File: config.mk
export PLATFORM = sky130hd
export DESIGN_NAME = kart_motion
export DESIGN_NICKNAME = d
export VERILOG_FILES = /design/src/rtl/kart_motion.sv
export SDC_FILE = /design/constraint.sdc
export NUM_CORES = 1
export LEC_CHECK = 0
export ABC_AREA = 1
export ABC_CLOCK_PERIOD_IN_PS = 10800
export CAP_MARGIN = 20
export CORE_MARGIN = 5
export CORE_UTILIZATION = 35
export CTS_CLUSTER_DIAMETER = 40
export DETAILED_ROUTE_END_ITERATION = 6
export GPL_ROUTABILITY_DRIVEN = 0
export PLACE_DENSITY = 0.51
export SKIP_LAST_GASP = 1
export SYNTH_ARGS = -nofsm -noshare
export SYNTH_HDL_FRONTEND = slang
export SYNTH_SLANG_ARGS = --single-unit
File: constraint.sdc
create_clock -name clk_in -period 10.8 [get_ports clk_in]
set_input_delay 3.24 -clock clk_in [delete_from_list [all_inputs] [get_ports clk_in]]
set_output_delay 3.24 -clock clk_in [all_outputs]
set_load 0.005 [all_outputs]
File: src/rtl/kart_motion.sv
// kart_motion: per-frame kart kinematics producing heading, signed speed and 11.4 fixed-point position.
// Optional feature macro KART_REVERSE_EN lets braking drive the kart backwards down to -MAX_SPEED/2.
module kart_motion #(
  parameter int START_X     = 191,
  parameter int START_Y     = 191,
  parameter int START_DIR   = 270,
  parameter int MAP_SIZE    = 512,
  parameter int ACCEL       = 2,
  parameter int BRAKE       = 4,
  parameter int DECEL       = 1,
  parameter int MAX_SPEED   = 32,
  parameter int OFFROAD_MAX = 16
) (
  input  logic              clk_in,
  input  logic              rst_in,
  input  logic              frame_tick_in,
  input  logic              accel_in,
  input  logic              brake_in,
  input  logic              left_in,
  input  logic              right_in,
  input  logic              offroad_in,
  output logic [10:0]       player_x,
  output logic [10:0]       player_y,
  output logic [8:0]        direction,
  output logic signed [7:0] speed_out,
  output logic              update_done,
  output logic              overrun_out
);

  typedef enum logic [2:0] {IDLE, STEER, SPEED, MULT, MOVE, DONE} state_t;

  localparam logic [4:0]         START_IDX = 5'(START_DIR / 15);
  localparam logic [14:0]        START_PX  = 15'(START_X * 16);
  localparam logic [14:0]        START_PY  = 15'(START_Y * 16);
  localparam logic signed [15:0] POS_MAX   = 16'(MAP_SIZE * 16 - 1);
  localparam logic signed [9:0]  ACCEL_S   = 10'(ACCEL);
  localparam logic signed [9:0]  BRAKE_S   = 10'(BRAKE);
  localparam logic signed [9:0]  DECEL_S   = 10'(DECEL);
  localparam logic signed [9:0]  MAX_S     = 10'(MAX_SPEED);
  localparam logic signed [9:0]  OFF_S     = 10'(OFFROAD_MAX);
`ifdef KART_REVERSE_EN
  localparam logic signed [9:0]  FLOOR_S   = 10'(-(MAX_SPEED / 2));
`else
  localparam logic signed [9:0]  FLOOR_S   = 10'sd0;
`endif

  state_t             state, state_next;
  logic [4:0]         idx, idx_next;
  logic signed [7:0]  speed, speed_next;
  logic [14:0]        pos_x, pos_x_next, pos_y, pos_y_next;
  logic signed [15:0] dx, dx_next, dy, dy_next;
  logic signed [9:0]  spd_calc, spd_cap;
  logic signed [15:0] prod_x, prod_y, sum_x, sum_y;
  logic signed [7:0]  cos_val, sin_val;
  logic [4:0]         sin_idx;
  logic               load_out, hit;

  // Q1.7 cosine of index*15 degrees; sine reuses it shifted by a quarter turn.
  function automatic logic signed [7:0] cos_lut(input logic [4:0] k);
    case (k)
      5'd0:    cos_lut = 8'sd127;
      5'd1:    cos_lut = 8'sd123;
      5'd2:    cos_lut = 8'sd110;
      5'd3:    cos_lut = 8'sd90;
      5'd4:    cos_lut = 8'sd64;
      5'd5:    cos_lut = 8'sd33;
      5'd6:    cos_lut = 8'sd0;
      5'd7:    cos_lut = -8'sd33;
      5'd8:    cos_lut = -8'sd64;
      5'd9:    cos_lut = -8'sd90;
      5'd10:   cos_lut = -8'sd110;
      5'd11:   cos_lut = -8'sd123;
      5'd12:   cos_lut = -8'sd127;
      5'd13:   cos_lut = -8'sd123;
      5'd14:   cos_lut = -8'sd110;
      5'd15:   cos_lut = -8'sd90;
      5'd16:   cos_lut = -8'sd64;
      5'd17:   cos_lut = -8'sd33;
      5'd18:   cos_lut = 8'sd0;
      5'd19:   cos_lut = 8'sd33;
      5'd20:   cos_lut = 8'sd64;
      5'd21:   cos_lut = 8'sd90;
      5'd22:   cos_lut = 8'sd110;
      5'd23:   cos_lut = 8'sd123;
      default: cos_lut = 8'sd0;
    endcase
  endfunction

  assign sin_idx = (idx >= 5'd6) ? idx - 5'd6 : idx + 5'd18;
  assign cos_val = cos_lut(idx);
  assign sin_val = cos_lut(sin_idx);
  assign prod_x  = 16'(speed) * 16'(cos_val);
  assign prod_y  = 16'(speed) * 16'(sin_val);
  assign sum_x   = $signed({1'b0, pos_x}) + dx;
  assign sum_y   = $signed({1'b0, pos_y}) + dy;

  always_ff @(posedge clk_in) begin
    if (rst_in) state <= IDLE;
    else        state <= state_next;
  end

  always_comb begin
    state_next  = state;
    idx_next    = idx;
    speed_next  = speed;
    pos_x_next  = pos_x;
    pos_y_next  = pos_y;
    dx_next     = dx;
    dy_next     = dy;
    spd_calc    = 10'(speed);
    spd_cap     = offroad_in ? OFF_S : MAX_S;
    hit         = 1'b0;
    load_out    = 1'b0;
    update_done = 1'b0;
    case (state)
      IDLE: begin
        if (frame_tick_in) state_next = STEER;
      end
      STEER: begin
        state_next = SPEED;
        if (left_in && !right_in)      idx_next = (idx == 5'd0)  ? 5'd23 : idx - 5'd1;
        else if (right_in && !left_in) idx_next = (idx == 5'd23) ? 5'd0  : idx + 5'd1;
      end
      SPEED: begin
        state_next = MULT;
        if (brake_in)                spd_calc = spd_calc - BRAKE_S;
        else if (accel_in)           spd_calc = spd_calc + ACCEL_S;
        else if (spd_calc > DECEL_S)  spd_calc = spd_calc - DECEL_S;
        else if (spd_calc < -DECEL_S) spd_calc = spd_calc + DECEL_S;
        else                         spd_calc = '0;
        if (spd_calc > spd_cap)      spd_calc = spd_cap;
        else if (spd_calc < FLOOR_S) spd_calc = FLOOR_S;
        speed_next = spd_calc[7:0];
      end
      MULT: begin
        state_next = MOVE;
        dx_next    = prod_x >>> 7;
        dy_next    = prod_y >>> 7;
      end
      MOVE: begin
        // Hitting either map edge pins that axis and stops the kart dead.
        state_next = DONE;
        load_out   = 1'b1;
        if (sum_x < 0) begin
          pos_x_next = '0;
          hit        = 1'b1;
        end else if (sum_x > POS_MAX) begin
          pos_x_next = POS_MAX[14:0];
          hit        = 1'b1;
        end else begin
          pos_x_next = sum_x[14:0];
        end
        if (sum_y < 0) begin
          pos_y_next = '0;
          hit        = 1'b1;
        end else if (sum_y > POS_MAX) begin
          pos_y_next = POS_MAX[14:0];
          hit        = 1'b1;
        end else begin
          pos_y_next = sum_y[14:0];
        end
        if (hit) speed_next = '0;
      end
      DONE: begin
        state_next  = IDLE;
        update_done = 1'b1;
      end
      default: state_next = IDLE;
    endcase
  end

  // Visible outputs load only on the MOVE->DONE edge so a frame never sees a half update.
  always_ff @(posedge clk_in) begin
    if (rst_in) begin
      idx         <= START_IDX;
      speed       <= '0;
      pos_x       <= START_PX;
      pos_y       <= START_PY;
      dx          <= '0;
      dy          <= '0;
      player_x    <= 11'(START_X);
      player_y    <= 11'(START_Y);
      direction   <= 9'(START_DIR);
      speed_out   <= '0;
      overrun_out <= 1'b0;
    end else begin
      idx   <= idx_next;
      speed <= speed_next;
      pos_x <= pos_x_next;
      pos_y <= pos_y_next;
      dx    <= dx_next;
      dy    <= dy_next;
      if (load_out) begin
        player_x  <= pos_x_next[14:4];
        player_y  <= pos_y_next[14:4];
        direction <= 9'(idx) * 9'd15;
        speed_out <= speed_next;
      end
      if (frame_tick_in && state != IDLE) overrun_out <= 1'b1;
    end
  end

endmodule

## After elaboration in Yosys (flattened, before gate mapping)

Memories as Yosys holds them, arrays and structs flattened. A register that Yosys moved wholly into a read port is not among the register bits.
Cells that the tools add are included.

| word-level totals | value |
|---|---|
| bits in registers | 104 |
| memories | 2 |
| bits in read-only memories | 512 |

Memories:

| memory | words | width | read ports | clocked after memory_dff | wr ports | RTL line | RTL |
|---|---|---|---|---|---|---|---|
| (no name shown) | 32 | 8 | 1 | 0 | 0 | 60 | `case (k)` |
| (no name shown) | 32 | 8 | 1 | 1 | 0 | 60 |  |

| operators by class | value |
|---|---|
| $mul | 3 |
| add/subtract/negate cells | 10 |
| order comparisons | 9 |
| multiplexer cells | 32 |
| equality and inequality tests | 7 |
| reduce and logical (&&, ||, !) cells | 10 |

Operators with widths:

| operator | count |
|---|---|
| $mux W15 | 6 |
| $mux W10 | 5 |
| $mux W5 | 7 |
| $add A16 B9 Y16 | 2 |
| $gt A16 B14 Y1 const B | 2 |
| $lt A16 B1 Y1 const B | 2 |
| $mul A8 B8 Y16 | 2 |
| $mux W8 | 3 |
| $pmux W8 S2 | 1 |
| $pmux W3 S5 | 1 |
| $gt A10 B7 Y1 | 1 |
| $lt A10 B1 Y1 const B | 1 |
| $add A8 B2 Y9 const B | 1 |
| $add A8 B3 Y9 const B | 1 |
| $mul A5 B4 Y9 const B | 1 |
| $sub A8 B2 Y9 const B | 1 |
| $sub A8 B4 Y9 const B | 1 |
| $gt A8 B2 Y1 const B | 1 |
| $lt A8 B1 Y1 const B | 1 |
| $mux W1 | 7 |
| $eq A3 B2 Y1 const B | 2 |
| $eq A3 B3 Y1 const B | 2 |
| $mux W6 | 1 |
| $add A5 B1 Y5 const B | 1 |
| other kinds (15) | 18 |

## Logic depth before layout (Yosys ltp)

Gate-level depths: netlist (run 1).

| logic depth | value |
|---|---|
| depth in word-level cells | 10 |
| depth in mapped cells | 33 |
| gate-level depth less buffers | 32 |

## Worst setup path before layout (run 1)

Ideal clock, no wire load.

| path | value |
|---|---|
| path type | register to register |
| start point | reg idx[0] |
| end point | reg dy[8] (netlist name) |
| slack | 4964 ps |
| stages on the path, launching flop included | 29 |
| path buffers | 1 |
| data arrival time | 5720 ps |
| data required time | 10685 ps |
| path through | dfxtp_1 clkbuf_2 inv_1 ha_1 nand3_2 nand3_4 a21oi_2 a21o_4 xor2_4 inv_6 a2bb2oi_4 or2_1 fa_1 fa_1 inv_1 fa_1 inv_1 fa_1 inv_1 ha_1 nand2_1 o21ai_0 a21o_1 nand3_1 nand2_1 a21boi_0 xor2_1 o21ai_0 inv_1 |

| between the ends | value |
|---|---|
| word-level cells in the longest chain between the ends | 4 |
| elaborated cells on any way between the ends | 6 |
| classes of those cells | add/sub: 2; mul: 1; order compare: 1; mux: 1; memory: 1 |

Ends and longest elaborated chain:

| item | RTL line | RTL |
|---|---|---|
| start, declared | 48 | `logic [4:0] idx, idx_next;` |
| start signal, assigned | 187 | `idx <= idx_next;` |
| $add A5 B5 Y5 (tied with other cells) | 89 | `assign sin_idx = (idx >= 5'd6) ? idx - 5'd6 : idx + 5'd18;` |
| $mux W5 * | 89 |  |
| $mem_v2 Z32 W8 * | - |  |
| $mul A8 B8 Y16 * | 93 | `assign prod_y = 16'(speed) * 16'(sin_val);` |

Every way passes the cells marked *; elsewhere a longest branch is shown, timed or not.
A chain may end at the register's enable or synchronous reset.

## Worst setup path after layout (run 1)

| path | value |
|---|---|
| start point | reg idx[0] |
| end point | reg dy[8] (netlist name) |

| between the ends | value |
|---|---|
| word-level cells in the longest chain between the ends | 4 |
| elaborated cells on any way between the ends | 6 |
| classes of those cells | add/sub: 2; mul: 1; order compare: 1; mux: 1; memory: 1 |

Ends and longest elaborated chain:

| item | RTL line |
|---|---|
| $add A5 B5 Y5 (tied with other cells) | 89 |
| $mux W5 * | 89 |
| $mem_v2 Z32 W8 * | - |
| $mul A8 B8 Y16 * | 93 |

Marked as above.

==> results of run 1 <==
==> stage by stage <==
step	utilization	hold WS [ps]	area, sq um	power (mW)	instances
6_report	0.3884	447.0	13850	2.041	2216
5_1_grt	0.3884	460.3	13850	2.255	2216
3_3_place_gp	0.3805	432.0	13570	1.718	2200
3_5_place_dp	0.3805	435.1	13570	1.724	2200
4_1_cts	0.3884	449.6	13850	2.072	2216
2_1_floorplan	-	429.0	12690	1.428	1732
==> logic make-up after synthesis <==
family,count (synthesis),share of synthesized area
and+or+nand+nor,723,0.2489
AOI/OAI and AO/OA,241,0.1159
DFF,112,0.1767
adders and majority gates,241,0.3063
xor gates and xnor gates,57,0.04083
buffers and inverters,358,0.1113
==> worst max-delay path, delay by kind of cell, from the launching register on <==
kind,cells,cell delay (ps)
compound gates,8,1190
xor+xnor,2,430
fa+ha+maj,6,2740
buf+inv,7,730
flops,1,640
simple gates,6,580
==> layout by cell type, fill, tap and decap left out, types with 11 or more instances in the layout <==
cell type and count:
nand4_1 15, o21ai_0 75, inv_1 295, nand2_1 394, dfxtp_1 112, nand3_1 101, o211ai_1 14, a21oi_1 92
fa_1 116, a21oi_2 11, xor2_1 38, xnor2_1 18, ha_1 125, nor2_1 156, clkdlybuf4s50_1 47
==> power by group through the flow <==
stage	combinational [mW]	sequential (mW)	clock (mW)
6_report	1.20	0.503	0.334
5_1_grt	1.38	0.511	0.366
4_1_cts	1.22	0.504	0.349
3_5_place_dp	1.21	0.514	0
3_3_place_gp	1.21	0.512	0
2_1_floorplan	0.945	0.483	0
==> final timing paths <==
check | startpoint | endpoint | slack, ps | depth (start not counted)
min | player_y[10] | player_y[10] | 450 | 2
min reg2reg | player_y[10] | player_y[10] | 450 | 2
max reg2reg | idx[0] | dy[8] | 4360 | 29
max | idx[0] | dy[8] | 4360 | 29
==> area by class of cell <==
cell class,count,area [sq um]
Timing Repair Buffer,58,550.5
Clock buffer,10,229.0
Inverter,307,1162
Clock inverter,6,51.30
Multi-Input combinational cell,1262,9035
Tap cell,461,576.8
Fill cell,3773,21810
Sequential cell,112,2242
==> registers in the layout, indices dropped and copies added (netlist names), 8 cells and up <==
name / cells
speed_out: 8
pos_x: 15
player_x: 11
dx: 9
player_y: 11
pos_y: 15
dy: 9
cos_val: 8
direction: 9
speed: 8
==> routing by layer <==
metal	vias up	global-route usage	routed length [microns]
met2	180	0.2895	15480
met3	33	0.02814	1343
li1	5464	-	-
met5	-	0	0
met4	0	0.03859	537
met1	5188	0.2116	15130
==> impl_results.md, run 1 <==
- Maxcap violations: 0
- Worst skew pair latency: 370 ps
- Clk pwr share: 0.164
- Post-synth EDFFs: 0
- Switching power: 0.9993 mW
- Most numerous cell in the Yosys netlist: nand2_1
- Largest net degree at the start of global routing: 53
- Starting Density: 0.3558
- Max incr delay on CP: 640 ps
- Leakage power: 7.257 nW
- Status: completed
- CTS tree: yes
- Critical Path Sink Type: flop
- Grt total ovfl: 0
- CP required: 11070 ps
- Worst vdd ir: 0.1068 mV
- Setup Fix Bufs, Post-CTS: 0
- Most Frequent Cell on Critical Path: inv_1
- Pwr dens: 147.4 nW/um^2
- Tot GR Track Use: 0.1645
- Post-Route WL: 32.49 mm
- Fmax achieved: 0.1552 GHz
- Port bufs: 48
- Die height: 200.4 microns
- Register bit total from synthesis: 112
- Synth unique cells: 64
- Cells after Synth: 1732
- Post-synth ARST share: 0
- Synth Net Count: 1981
- # rows: 69
- Iter 0 DRT Violations: 599
- Switching Fraction: 0.4896
- Crit-path max FO: 13
- Rel. slew slack: 0.3409
- Top cell type's share of synthesized area: 0.1831
- Synth Warn #: 0
- Worst slew pin tran: 987.4 ps
- Share of layout cells above drive strength 1: 0.05527
- Comb power frac: 0.590
- Worst endpoint data arrival time: 6710 ps
- Period utilisation layout: 0.5964
- Hold buffers post-CTS: 0
- Mean Syn Cell Area: 7.324 sq um
- WL per Instance: 14.66 microns
- Die X: 200.4 microns
- Vias in the first global route: 10.98k
- Synth Cell Area: 12690 sq um
- Post-DRT Antenna Nets: 0
- Pre-CTS WS: 4351 ps
- Top cells by count, synth: nand2_1, inv_1, nor2_1
- Initial antenna violation count: 0
- Fin Setup TNS: 0 ps
- Int Pwr: 1.042 mW
- PostCTS Resize Cnt: 0
- Clock Tree Buf Depth: 2
- Crit-path slowest cell: dfxtp_1
- Setup slack after layout: 4358 ps
- Residual DRC: 0
- Vias: 10.87k
- RSZ-0062 raised after global routing: false
- Hpwl dp: 25.49 mm
- Total Nets Final: 1999
- Root Driver: clkbuf_16
- DR pass1 iterations: 5
- Tmin final: 6442 ps
- Fin. Hold Viols: 0
- # diodes: 0
- Core Box Area: 35660 sq um
- CP Class: flop to flop
- I/O Pins: 49
- Final setup fails: 0
- H-tree depth: 3
- Clk_skew: 11.78 ps
- Clock transition at path regs: 80 ps
- Final Slew Violations: 0
- Hold Crit Class: flop to flop
- Sequential power share: 0.247
- Synth area leaders: fa_1, dfxtp_1, ha_1, nand2_1, inv_1
- Clock sink count: 112
- Synth Flop Type: dfxtp_1
- Register area share after synthesis: 0.1767
- Cell taking the most area after synthesis: fa_1
- Layout area overhead: 9.153%
- CP Launch Type: flop
- Die area: 40150 sq um
- Global-route wire length before repair: 55.22 mm
- Vias per inst: 4.903
- Clock buffer count from CTS: 9
Note: power is estimated with default switching activity, not from simulation.
==> inputs of run 2 (changes only) <==
--- a/config.mk
+++ b/config.mk
@@ -6,7 +6,7 @@
 export NUM_CORES = 1
 export LEC_CHECK = 0
 export ABC_AREA = 1
-export ABC_CLOCK_PERIOD_IN_PS = 10800
+export ABC_CLOCK_PERIOD_IN_PS = 6600
 export CAP_MARGIN = 20
 export CORE_MARGIN = 5
 export CORE_UTILIZATION = 35
==> constraint.sdc (replaced) <==
create_clock -name clk_in -period 6.6 [get_ports clk_in]
set_input_delay 1.98 -clock clk_in [delete_from_list [all_inputs] [get_ports clk_in]]
set_output_delay 1.98 -clock clk_in [all_outputs]
set_load 0.005 [all_outputs]
==> run 2 against run 1 <==
Net effect: register-to-register slack worse by 3800 ps; core utilization is 0.21 points higher; largest cell class unchanged; clock skew is 1.6 ps higher.
==> impl_results.md, run 2 (synthesized netlist as in run 1, its figures left out) <==
- Hpwl dp: 25.97 mm
- Rel. slew slack: 0.4044
- Post-Route WL: 33.12 mm
- Setup Fix Bufs, Post-CTS: 0
- Worst skew pair latency: 370 ps
- Vias in the first global route: 11.02k
- Clock buffer count from CTS: 9
- Worst vdd ir: 0.2529 mV
- CP required: 6870 ps
- Clk_skew: 13.39 ps
- Core Box Area: 35660 sq um
- Starting Density: 0.3558
- Status: completed
- Die height: 200.4 microns
- WL per Instance: 14.88 microns
- Period utilisation layout: 0.9195
- Hold buffers post-CTS: 0
- Vias: 10.85k
- Setup slack after layout: 531.3 ps
- CP Class: flop to flop
- Register Area: 2246 sq um
- Final setup fails: 0
- Clock sink count: 112
- Tmin final: 6069 ps
- Largest regs: pos_x (15), pos_y (15)
- Die X: 200.4 microns
- Leakage power: 7.298 nW
- Initial antenna violation count: 1
- Iter 0 DRT Violations: 551
- Fin. Hold Viols: 0
- Share of layout cells above drive strength 1: 0.06236
- Clock Tree Buf Depth: 2
- Maxcap violations: 0
- Fillers: 3798
- Port bufs: 48
- RSZ-0062 raised after global routing: false
- Grt total ovfl: 0
- Fin Setup TNS: 0 ps
- Worst endpoint data arrival time: 6330 ps
- Pre-CTS WS: 320.2 ps
- Most frequent cells in the layout: nand2_1, inv_1, nor2_1
- Crit-path max FO: 12
- PostCTS Resize Cnt: 0
- # rows: 69
- Final hold slack: 446.5 ps
- Pwr dens: 241.0 nW/um^2
- Total Nets Final: 2010
- Critical Path Sink Type: flop
- Worst slew pin tran: 888.5 ps
- Tot Pwr: 3.355 mW
- Global-route wire length before repair: 55.95 mm
- Multi-input logic area: 9035 sq um
- H-tree depth: 3
- Tot GR Track Use: 0.1669
- Layout area overhead: 9.755%
- Hold Crit Class: flop to flop
- Clock transition at path regs: 80 ps
- Residual DRC: 0
- Largest net degree at the start of global routing: 54
- Die area: 40150 sq um
- Post-DRT Antenna Nets: 0
- CTS tree: yes
- Final Slew Violations: 0
- Fmax achieved: 0.1648 GHz
- Crit-path slowest cell: fa_1
- DR pass1 iterations: 6
- Max incr delay on CP: 540 ps
- Root Driver: clkbuf_16
- Vias per inst: 4.873
- CP Launch Type: flop
- Most common cell after layout, fill and taps aside: nand2_1
- I/O Pins: 49
==> run 2: cell count changes in the layout (fill, tap and decap cells not counted), sizes merged <==
cell	before	now
buf	11	22
clkbuf	10	9
clkinv	4	3
clkinvlp	2	3
diode	0	1
inv	307	306
==> run 2: area by class of cell <==
cell class,count,share of cell area
multi-input combinational,1262,0.6489
inverter,307,0.08348
tap,461,0.04143
antenna,1,0.0001797
clock inverter,5,0.003055
sequential,112,0.1613
timing repair buffer,69,0.04547
clock buffer,9,0.01618
==> run 2: stage by stage <==
| stage | utilization | area, sq um | std cells |
|---|---|---|---|
| 6_report | 0.3905 | 13920 | 2226 |
| 5_1_grt | 0.3904 | 13920 | 2225 |
| 4_1_cts | 0.3903 | 13920 | 2225 |
| 3_5_place_dp | 0.3828 | 13650 | 2211 |
| 3_3_place_gp | 0.3828 | 13650 | 2211 |
| 2_1_floorplan | - | 12690 | 1732 |
==> run 2: worst paths after layout <==
path	end	from	cells after the start	slack (ps)
max reg2reg	dy[8]	idx[2]	26	530
min	player_y[10]	player_y[10]	2	450
max	dy[8]	idx[2]	26	530
min reg2reg	player_y[10]	player_y[10]	2	450
==> run 2: critical path: cells and delay by family (launching register included) <==
kind / cells / cell delay [ps]
adder cells (fa/ha/maj): 6 / 2780
AND/OR/NAND/NOR: 6 / 790
AO/OA/AOI/OAI: 7 / 1100
flip-flops: 1 / 500
XOR/XNOR: 2 / 490
buffers and inverters: 5 / 290
==> run 2: report_power, final <==
group	total, mW	internal, mW	switching [mW]	leakage [nW]
sequential	0.812	0.734	0.0787	0.907
combinational	2.00	0.718	1.29	6.27
clock	0.538	0.257	0.281	0.122
==> run 2: layer usage <==
| layer | GRT usage | routed length, microns | vias to the layer above |
|---|---|---|---|
| met5 | 0 | 0 | - |
| met4 | 0.03024 | 305 | 0 |
| met3 | 0.01860 | 1110 | 20 |
| met2 | 0.2930 | 16030 | 178 |
| met1 | 0.2251 | 15680 | 5164 |
| li1 | - | - | 5486 |
